### src/rtl/audio_pwm_player.sv
// Audio PWM player: streams packed samples out of a word-wide sample memory and
// plays them as PWM at a programmable sample rate with a shift-based volume.
module audio_pwm_player #(
  parameter int DATA_WIDTH = 8,
  parameter int WORD_WIDTH = 32,
  parameter int ADDR_WIDTH = 12,
  parameter int DIV_WIDTH  = 16
) (
  input  logic                  clk,
  input  logic                  rst,
  input  logic                  aud_en,
  input  logic                  start,
  input  logic                  loop_en,
  input  logic [ADDR_WIDTH-1:0] start_addr,
  input  logic [ADDR_WIDTH-1:0] end_addr,
  input  logic [DIV_WIDTH-1:0]  rate_div,
  input  logic [2:0]            volume,
  output logic [ADDR_WIDTH-1:0] mem_addr,
  input  logic [WORD_WIDTH-1:0] mem_data,
  output logic                  aud_pwm,
  output logic                  aud_sd,
  output logic                  busy,
  output logic                  done
);
  localparam int NSAMP = WORD_WIDTH / DATA_WIDTH;
  localparam int IDX_W = (NSAMP > 1) ? $clog2(NSAMP) : 1;
  localparam logic [IDX_W-1:0] LAST_IDX = IDX_W'(NSAMP - 1);

  typedef enum logic [1:0] {S_IDLE, S_FETCH, S_WAIT, S_PLAY} state_t;
  state_t state_q, state_d;

  logic [ADDR_WIDTH-1:0] mem_addr_q, start_q, end_q;
  logic                  loop_q;
  logic [DIV_WIDTH-1:0]  rate_q, div_q;
  logic [2:0]            vol_q;
  logic [WORD_WIDTH-1:0] word_buf_q;
  logic [IDX_W-1:0]      idx_q;
  logic                  tick_pend_q;
  logic [DATA_WIDTH-1:0] next_sample_q, pwm_cnt_q, compare_q;
  logic                  aud_pwm_q, done_q;

  logic                  start_go, tick, play_tick, last_tick, at_end, done_d;
  logic [DATA_WIDTH-1:0] cur_sample;

  assign start_go   = (state_q == S_IDLE) && start && aud_en;
  assign tick       = busy && (div_q == rate_q);
  assign play_tick  = (state_q == S_PLAY) && (tick || tick_pend_q);
  assign last_tick  = play_tick && (idx_q == LAST_IDX);
  assign at_end     = (mem_addr_q == end_q);
  assign done_d     = last_tick && at_end && !loop_q && aud_en;
  // Samples are unpacked from the least significant end of the word first.
  assign cur_sample = DATA_WIDTH'(word_buf_q >> (idx_q * DATA_WIDTH));

  always_ff @(posedge clk or posedge rst) begin
    if (rst) state_q <= S_IDLE;
    else     state_q <= state_d;
  end

  always_comb begin
    state_d = state_q;
    case (state_q)
      S_IDLE:  if (start && aud_en) state_d = S_FETCH;
      S_FETCH: state_d = S_WAIT;
      S_WAIT:  state_d = S_PLAY;
      S_PLAY:  if (last_tick) state_d = (at_end && !loop_q) ? S_IDLE : S_FETCH;
      default: state_d = S_IDLE;
    endcase
    if (state_q != S_IDLE && !aud_en) state_d = S_IDLE;
  end

  always_comb begin
    busy     = (state_q != S_IDLE);
    aud_sd   = busy;
    done     = done_q;
    aud_pwm  = aud_pwm_q;
    mem_addr = mem_addr_q;
  end

  always_ff @(posedge clk or posedge rst) begin
    if (rst) begin
      mem_addr_q    <= '0;
      start_q       <= '0;
      end_q         <= '0;
      loop_q        <= 1'b0;
      rate_q        <= '0;
      vol_q         <= '0;
      div_q         <= '0;
      tick_pend_q   <= 1'b0;
      word_buf_q    <= '0;
      idx_q         <= '0;
      next_sample_q <= '0;
      done_q        <= 1'b0;
    end else begin
      done_q <= done_d;
      if (start_go) begin
        start_q       <= start_addr;
        end_q         <= end_addr;
        loop_q        <= loop_en;
        rate_q        <= rate_div;
        vol_q         <= volume;
        mem_addr_q    <= start_addr;
        div_q         <= '0;
        tick_pend_q   <= 1'b0;
        next_sample_q <= '0;
      end else if (busy) begin
        div_q <= tick ? '0 : div_q + 1'b1;
        // A tick landing while the next word is in flight is held for PLAY.
        if (state_q == S_PLAY) tick_pend_q <= 1'b0;
        else if (tick)         tick_pend_q <= 1'b1;
        if (state_q == S_WAIT) begin
          word_buf_q <= mem_data;
          idx_q      <= '0;
        end
        if (play_tick) begin
          next_sample_q <= cur_sample >> vol_q;
          idx_q         <= idx_q + 1'b1;
          if (last_tick && aud_en) begin
            if (!at_end)     mem_addr_q <= mem_addr_q + 1'b1;
            else if (loop_q) mem_addr_q <= start_q;
          end
        end
      end
    end
  end

  // Compare only reloads at the counter wrap so a PWM period is never torn.
  always_ff @(posedge clk or posedge rst) begin
    if (rst) begin
      pwm_cnt_q <= '0;
      compare_q <= '0;
      aud_pwm_q <= 1'b0;
    end else if (state_d == S_IDLE) begin
      pwm_cnt_q <= '0;
      compare_q <= '0;
      aud_pwm_q <= 1'b0;
    end else begin
      pwm_cnt_q <= busy ? pwm_cnt_q + 1'b1 : '0;
      if (busy && pwm_cnt_q == '1) compare_q <= next_sample_q;
      aud_pwm_q <= (pwm_cnt_q < compare_q);
    end
  end

endmodule

### config.mk
export PLATFORM = sky130hd
export DESIGN_NAME = audio_pwm_player
export DESIGN_NICKNAME = d
export VERILOG_FILES = /design/src/rtl/audio_pwm_player.sv
export SDC_FILE = /design/constraint.sdc
export NUM_CORES = 1
export LEC_CHECK = 0
export CORE_UTILIZATION = 55
export DETAILED_ROUTE_END_ITERATION = 12
export PLACE_DENSITY_LB_ADDON = 0.25
export RECOVER_POWER = 100
export SYNTH_ARGS = -nofsm -noshare
export SYNTH_HDL_FRONTEND = slang
export SYNTH_SLANG_ARGS = --single-unit
### constraint.sdc
create_clock -name clk -period 5.15 [get_ports clk]
set_input_delay 1.03 -clock clk [delete_from_list [all_inputs] [get_ports clk]]
set_output_delay 1.03 -clock clk [all_outputs]
set_load 0.1 [all_outputs]
==> flow_metrics.py, run 1 <==
metrics = {
    "worst_setup_path": {
        "path_max_fanout": 47,
        "start_kind": "input port",
        "crit_type": "in -> reg",
        "max_stage_delay_ns": 1.24,
        "cp_top_family": "buffers and inverters",
        "crit_buf_inv": 2,
        "slowest_stage": "nand3_1",
        "crit_path_cell_trace": "dlygate4sd3_1 -> nand3_1 -> clkbuf_1 -> a41oi_1 -> nand2_1",
        "critPathRequiredTime_ns": 5.46,
        "crit_path_end_kind": "flip-flop",
        "arrival_ns": 4.14,
    },
    "grt": {
        "first_global_vias": 5295,
        "overflow": 0,
        "antenna_found_initial": 1,
        "grt_pass1_wl_um": 25400,
        "track_usage": 0.251,
        "grt_max_degree": 86,
    },
    "synthesis": {
        "synth_area_leaders": "dfrtp_1 (48%), nand2_1 (8.2%), mux2_2 (6.1%)",
        "yosys.area_share.xor_xnor": 0.0715,
        "synthFlopType": "dfrtp_1",
        "muxShareOfSynthArea": 0.122,
        "netlist_instances": 682,
        "syn_area_um2": 6970,
        "synth_fa_ha_area_frac": 0.0198,
        "synth_top_family_by_area": "simple AND/OR/NAND/NOR gates",
        "synth-seq-area-share": 0.485,
        "synth_cell_types": 55,
        "synth-edff-count": 0,
        "async_flop_share": 1.00,
        "synth-simple-area-share": 0.185,
        "yosysTopAreaCellShare": 0.485,
        "synth.avg_cell_area_um2": 10.2,
        "ys_ff_latch": 135,
        "synth_nets": 773,
        "synth_compound_area_frac": 0.0767,
        "yosysWarnings": 0,
        "synth_top_area_cell": "dfrtp_1",
    },
    "clock_tree": {
        "cts_buffer_depth": 2,
        "cts_tree": "built",
        "cts_htree_levels": 4,
        "ctsResizeCount": 0,
        "cts_sinks": 135,
        "post-cts-setup-buffer-count": 0,
        "clkTransAtPathRegs_ns": 0.06,
        "hold_buffers": 0,
        "root_buffer": "clkbuf_16",
        "clk_latency_ns": 0.43,
        "cts_made_buffers": 17,
    },
    "cells_and_area": {
        "fillerInstances": 930,
        "fin_util": 0.698,
        "nets": 851,
        "drive_above_1_share": 0.123,
        "final_area_um2": 8490,
        "syn_to_final_growth_pct": 21.9,
    },
    "power_and_ir_drop": {
        "pwr_density_cell_nw_per_um2": 427,
        "p_seq_frac": 0.410,
        "p_comb_frac": 0.268,
        "switchingPower_mw": 1.20,
        "internal-power_mw": 2.42,
        "power.leakage_nw": 3.69,
        "irDropWorstVdd_mv": 0.282,
        "p_clk_frac": 0.322,
        "p_sw_frac": 0.332,
    },
    "floorplan": {
        "ioPinCount": 96,
        "die_w_um": 115,
        "rows": 40,
        "die_h_um": 115,
        "core_area_um2": 12200,
        "start_util": 0.573,
        "dieArea_um2": 13100,
    },
    "run_status": {
        "failed_checks": "capacitance limit, slew limit",
        "status": "finished with violations",
    },
    "job": {
        "max_cap_viol_count": 3,
    },
    "detailed_routing": {
        "vias": 5259,
        "routedWlPerCell_um": 16.0,
        "totalWireLength_um": 15100,
        "ant_nets": 0,
        "remaining_drc_errors": 0,
        "dr.pass1.iters": 5,
        "drtIter0Drc": 369,
        "vias_per_cell": 5.58,
    },
    "timing": {
        "period_needed_ns": 3.83,
        "worst_slew_pin_slew_ns": 1.85,
        "hold_violations": 0,
        "setup_violations": 0,
        "fin_skew_ns": 0.00761,
        "max_slew_margin": -0.232,
        "report.final.slew_viol_count": 134,
        "fmax_mhz": 261,
        "min_period_over_period": 0.744,
        "tns_ns": 0,
        "setup_slack_ns": 1.32,
        "rsz0062_at_grt": "no",
    },
    "place": {
        "portBuffers": 95,
        "placed_area_um2": 7980,
        "globalplace.congestion": 0.877,
        "place_hpwl_um": 10400,
        "pre_cts_ws_ns": 1.83,
    },
    "min_path": {
        "min_path_type": "reg -> reg",
    },
}
[metal layers]
metal,share of wire,track usage,vias to the layer above
met5,0,0,-
met4,0.018,0.0944,0
met3,0.048,0.0603,24
met2,0.49,0.414,156
met1,0.44,0.323,2578
li1,-,-,2501
[kinds of logic (layout without fill, tap and decap cells)]
| kind of cell | after synthesis | in the layout |
|---|---|---|
| mux | 68 | 68 |
| other cells | 0 | 1 |
| simple gates | 280 | 280 |
| compound gates | 71 | 71 |
| xor+xnor | 56 | 56 |
| fa+ha+maj | 11 | 11 |
| buf+inv | 61 | 152 |
| flops | 135 | 135 |
[worst min-delay path, stage by stage, from the launching register on]
cell and delay, ns:
dfrtp_1 0.34, nand2_1 0.05, nand2_1 0.06
[flip-flops by register name, indices dropped and copies added, names as in the netlist, 3 cells and up]
register       cells
word_buf_q        32
div_q             16
rate_q            16
end_q             12
mem_addr          12
start_q           12
compare_q          8
next_sample_q      8
pwm_cnt_q          8
vol_q              3
[cell type report]
class                      instances  area [um^2]  area share
clock buffer                      22          474      0.0558
timing repair buffer              99          982       0.116
tap                              168          210      0.0248
sequential                       135         3380       0.398
inverter                          21         81.3     0.00958
antenna                            1         2.50    0.000295
clock inverter                    10         95.1      0.0112
multi-input combinational        486         3270       0.385
[power by group through the flow]
| stage | sequential [mW] | combinational [mW] | clock (mW) |
|---|---|---|---|
| after global routing | 1.52 | 1.06 | 1.23 |
| final | 1.49 | 0.971 | 1.17 |
| after floorplan | 1.59 | 0.637 | 0 |
| after CTS | 1.49 | 0.990 | 1.18 |
| after detailed placement | 1.50 | 0.982 | 0 |
| after global placement | 1.49 | 0.952 | 0 |
[worst paths after layout]
path,slack (ns),endpoint,start,cells after the start
max in group asynchronous,2.98,pwm_cnt_q[0]$_DFF_PP0_,rst,3
min,0.47,start_q[5]$_DFFE_PP0P_,start_q[5]$_DFFE_PP0P_,2
min in group asynchronous,1.35,word_buf_q[21]$_DFFE_PP0P_,rst,2
max,1.32,mem_addr[4]$_DFFE_PP0P_,aud_en,5
max reg2reg,1.52,aud_pwm$_DFF_PP0_,div_q[12]$_DFFE_PP0P_,7
min reg2reg,0.47,start_q[5]$_DFFE_PP0P_,start_q[5]$_DFFE_PP0P_,2
[cell usage after synthesis, types with 5 or more instances]
| library cell | instances |
|---|---|
| nand2_1 | 152 |
| dfrtp_1 | 135 |
| nor2_1 | 54 |
| mux2_2 | 38 |
| xnor2_1 | 30 |
| clkbuf_1 | 25 |
| xor2_1 | 25 |
| inv_1 | 20 |
| mux2i_1 | 20 |
| nand3_1 | 16 |
| a31oi_1 | 11 |
| ha_1 | 11 |
| o31ai_1 | 11 |
| or4_1 | 11 |
| mux4_2 | 10 |
| nand4_1 | 10 |
| o21ai_0 | 10 |
| a21oi_1 | 7 |
| and3_1 | 7 |
| a211oi_1 | 6 |
| buf_2 | 6 |
| buf_6 | 5 |
[cell usage in the layout, fill, tap and decap left out, types with 7 or more instances in the layout]
cell and count:
nand2_1 152, dfrtp_1 135, clkdlybuf4s50_1 77, nor2_1 54, mux2_2 38, xnor2_1 30, xor2_1 25, mux2i_1 20
inv_1 19, dlygate4sd3_1 18, clkbuf_16 17, nand3_1 16, a31oi_1 11, or4_1 11, o31ai_1 11, ha_1 11
nand4_1 10, o21ai_0 10, mux4_2 10, a21oi_1 8, and3_1 7
[stage by stage]
step	power, mW	std cells	hold WS [ns]
floorplan	2.22	682	0.442
global placement	2.44	909	0.458
detailed placement	2.49	909	0.462
CTS	3.66	941	0.476
global route	3.81	942	0.491
finish	3.63	942	0.475
Power figures use the tool's default switching activity.
==> inputs of run 2 (changes only) <==
CORE_UTILIZATION = 50   (was 55)
clock period = 3.3 ns   (was 5.15 ns; I/O delays follow)
==> flow_metrics.py, run 2 (synthesis gave the netlist of run 1 again) <==
metrics = {
    "run_status": {
        "status": "finished with violations",
        "failed_checks": "capacitance limit, slew limit",
    },
    "place": {
        "portBuffers": 95,
        "placed_area_um2": 8010,
        "placed_cells": 925,
        "pre_cts_ws_ns": 0.602,
        "place_hpwl_um": 10900,
        "globalplace.congestion": 0.858,
    },
    "grt": {
        "grt_pass1_wl_um": 26300,
        "first_global_vias": 5482,
        "overflow": 0,
        "antenna_found_initial": 0,
        "track_usage": 0.234,
        "grt_max_degree": 58,
    },
    "detailed_routing": {
        "vias": 5313,
        "drtIter0Drc": 417,
        "totalWireLength_um": 15500,
        "dr.pass1.iters": 5,
        "ant_nets": 0,
        "routedWlPerCell_um": 16.2,
        "remaining_drc_errors": 0,
        "vias_per_cell": 5.55,
    },
    "cells_and_area": {
        "fillerInstances": 1065,
        "final_common_cell": "nand2_1",
        "diodes": 0,
        "drive_above_1_share": 0.140,
        "largest_reg_flops": 32,
        "fin_cells": 957,
        "final_area_um2": 8460,
        "multi_input_area_um2": 3300,
        "fin_util": 0.631,
        "reg_top3": "word_buf_q x32, div_q x16, rate_q x16",
        "register_area_um2": 3380,
        "nets": 859,
        "top_register": "word_buf_q",
        "final_cell_mix": "nand2_1 (152), dfrtp_1 (135), clkdlybuf4s50_1 (78), nor2_1 (54), mux2_2 (38)",
        "syn_to_final_growth_pct": 21.4,
    },
    "worst_setup_path": {
        "start_kind": "flip-flop",
        "crit_path_end_kind": "output pin",
        "critPathRequiredTime_ns": 2.64,
        "max_stage_delay_ns": 0.51,
        "crit_type": "reg -> out",
        "path_max_fanout": 8,
        "crit_path_cell_trace": "nor2_1 -> inv_1 -> clkbuf_2",
        "slowest_stage": "nor2_1",
        "arrival_ns": 2.11,
    },
    "floorplan": {
        "start_util": 0.520,
        "die_h_um": 120,
        "ioPinCount": 96,
        "die_w_um": 120,
        "rows": 42,
        "dieArea_um2": 14400,
        "core_area_um2": 13400,
    },
    "power_and_ir_drop": {
        "p_sw_frac": 0.342,
        "internal-power_mw": 3.69,
        "p_clk_frac": 0.317,
        "switchingPower_mw": 1.92,
        "power.leakage_nw": 3.67,
        "p_comb_frac": 0.269,
        "p_seq_frac": 0.415,
        "irDropWorstVdd_mv": 0.426,
        "pwr_density_cell_nw_per_um2": 664,
        "p_total_mw": 5.61,
    },
    "timing": {
        "fin_skew_ns": 0.0106,
        "max_slew_margin": -0.152,
        "rsz0062_at_grt": "no",
        "period_needed_ns": 2.77,
        "hold_violations": 0,
        "fin_hold_ws_ns": 0.478,
        "setup_violations": 0,
        "setup_slack_ns": 0.534,
        "worst_slew_pin_slew_ns": 1.73,
        "report.final.slew_viol_count": 65,
        "tns_ns": 0,
        "fmax_mhz": 361,
        "min_period_over_period": 0.838,
    },
    "min_path": {
        "min_path_type": "reg -> reg",
    },
    "clock_tree": {
        "ctsResizeCount": 0,
        "cts_sinks": 135,
        "cts_tree": "built",
        "cts_htree_levels": 4,
        "clkTransAtPathRegs_ns": 0.06,
        "cts_made_buffers": 17,
        "clk_latency_ns": 0.42,
        "cts_buffer_depth": 2,
        "hold_buffers": 0,
        "post-cts-setup-buffer-count": 0,
        "root_buffer": "clkbuf_16",
    },
    "job": {
        "max_cap_viol_count": 2,
    },
}
run 2: changes by cell type in the layout (fill, tap and decap cells not counted), sizes merged, moves of 4 or more:
| cell | before | now |
|---|---|---|
| buf | 1 | 6 |
| clkinvlp | 2 | 6 |
| dlygate4sd3 | 18 | 1 |
| clkbuf | 25 | 40 |
run 2: final timing paths:
path / from / endpoint / slack (ns) / cells after the start
setup / recovery: state_q[1]$_DFF_PP0_ / aud_sd / 0.53 / 3
hold / removal: start_q[11]$_DFFE_PP0P_ / start_q[11]$_DFFE_PP0P_ / 0.48 / 2
setup reg to reg: div_q[5]$_DFFE_PP0P_ / pwm_cnt_q[4]$_DFF_PP0_ / 0.56 / 7
hold reg to reg: start_q[11]$_DFFE_PP0P_ / start_q[11]$_DFFE_PP0P_ / 0.48 / 2
max in group asynchronous: rst / rate_q[3]$_DFFE_PP0P_ / 0.84 / 4
min in group asynchronous: rst / next_sample_q[0]$_DFFE_PP0P_ / 0.56 / 2
run 2: per-layer routing:
metal	track usage	part of all wire	vias up
met5	0	0	-
met4	0.0859	0.013	0
met3	0.0637	0.049	22
met2	0.383	0.49	145
met1	0.297	0.44	2617
li1	-	-	2529
run 2: final cells by class:
class                      instances  share of cell area
clock inverter                    14              0.0149
tap                              176              0.0260
inverter                          21             0.00946
sequential                       135               0.399
timing repair buffer             107               0.109
clock buffer                      18              0.0507
multi-input combinational        486               0.390
run 2: power by group through the flow:
stage / Clock, mW / Sequential [mW] / Combinational (mW)
floorplan: 0 / 2.48 / 0.995
global placement: 0 / 2.32 / 1.49
detailed placement: 0 / 2.34 / 1.54
CTS: 1.80 / 2.32 / 1.56
global route: 1.89 / 2.37 / 1.65
finish: 1.78 / 2.33 / 1.51
run 2: critical path, delay by kind of cell, from the launching register on:
family                 cells  cell delay, ns
buffers and inverters      2            0.71
DFF                        1            0.46
and+or+nand+nor            1            0.51
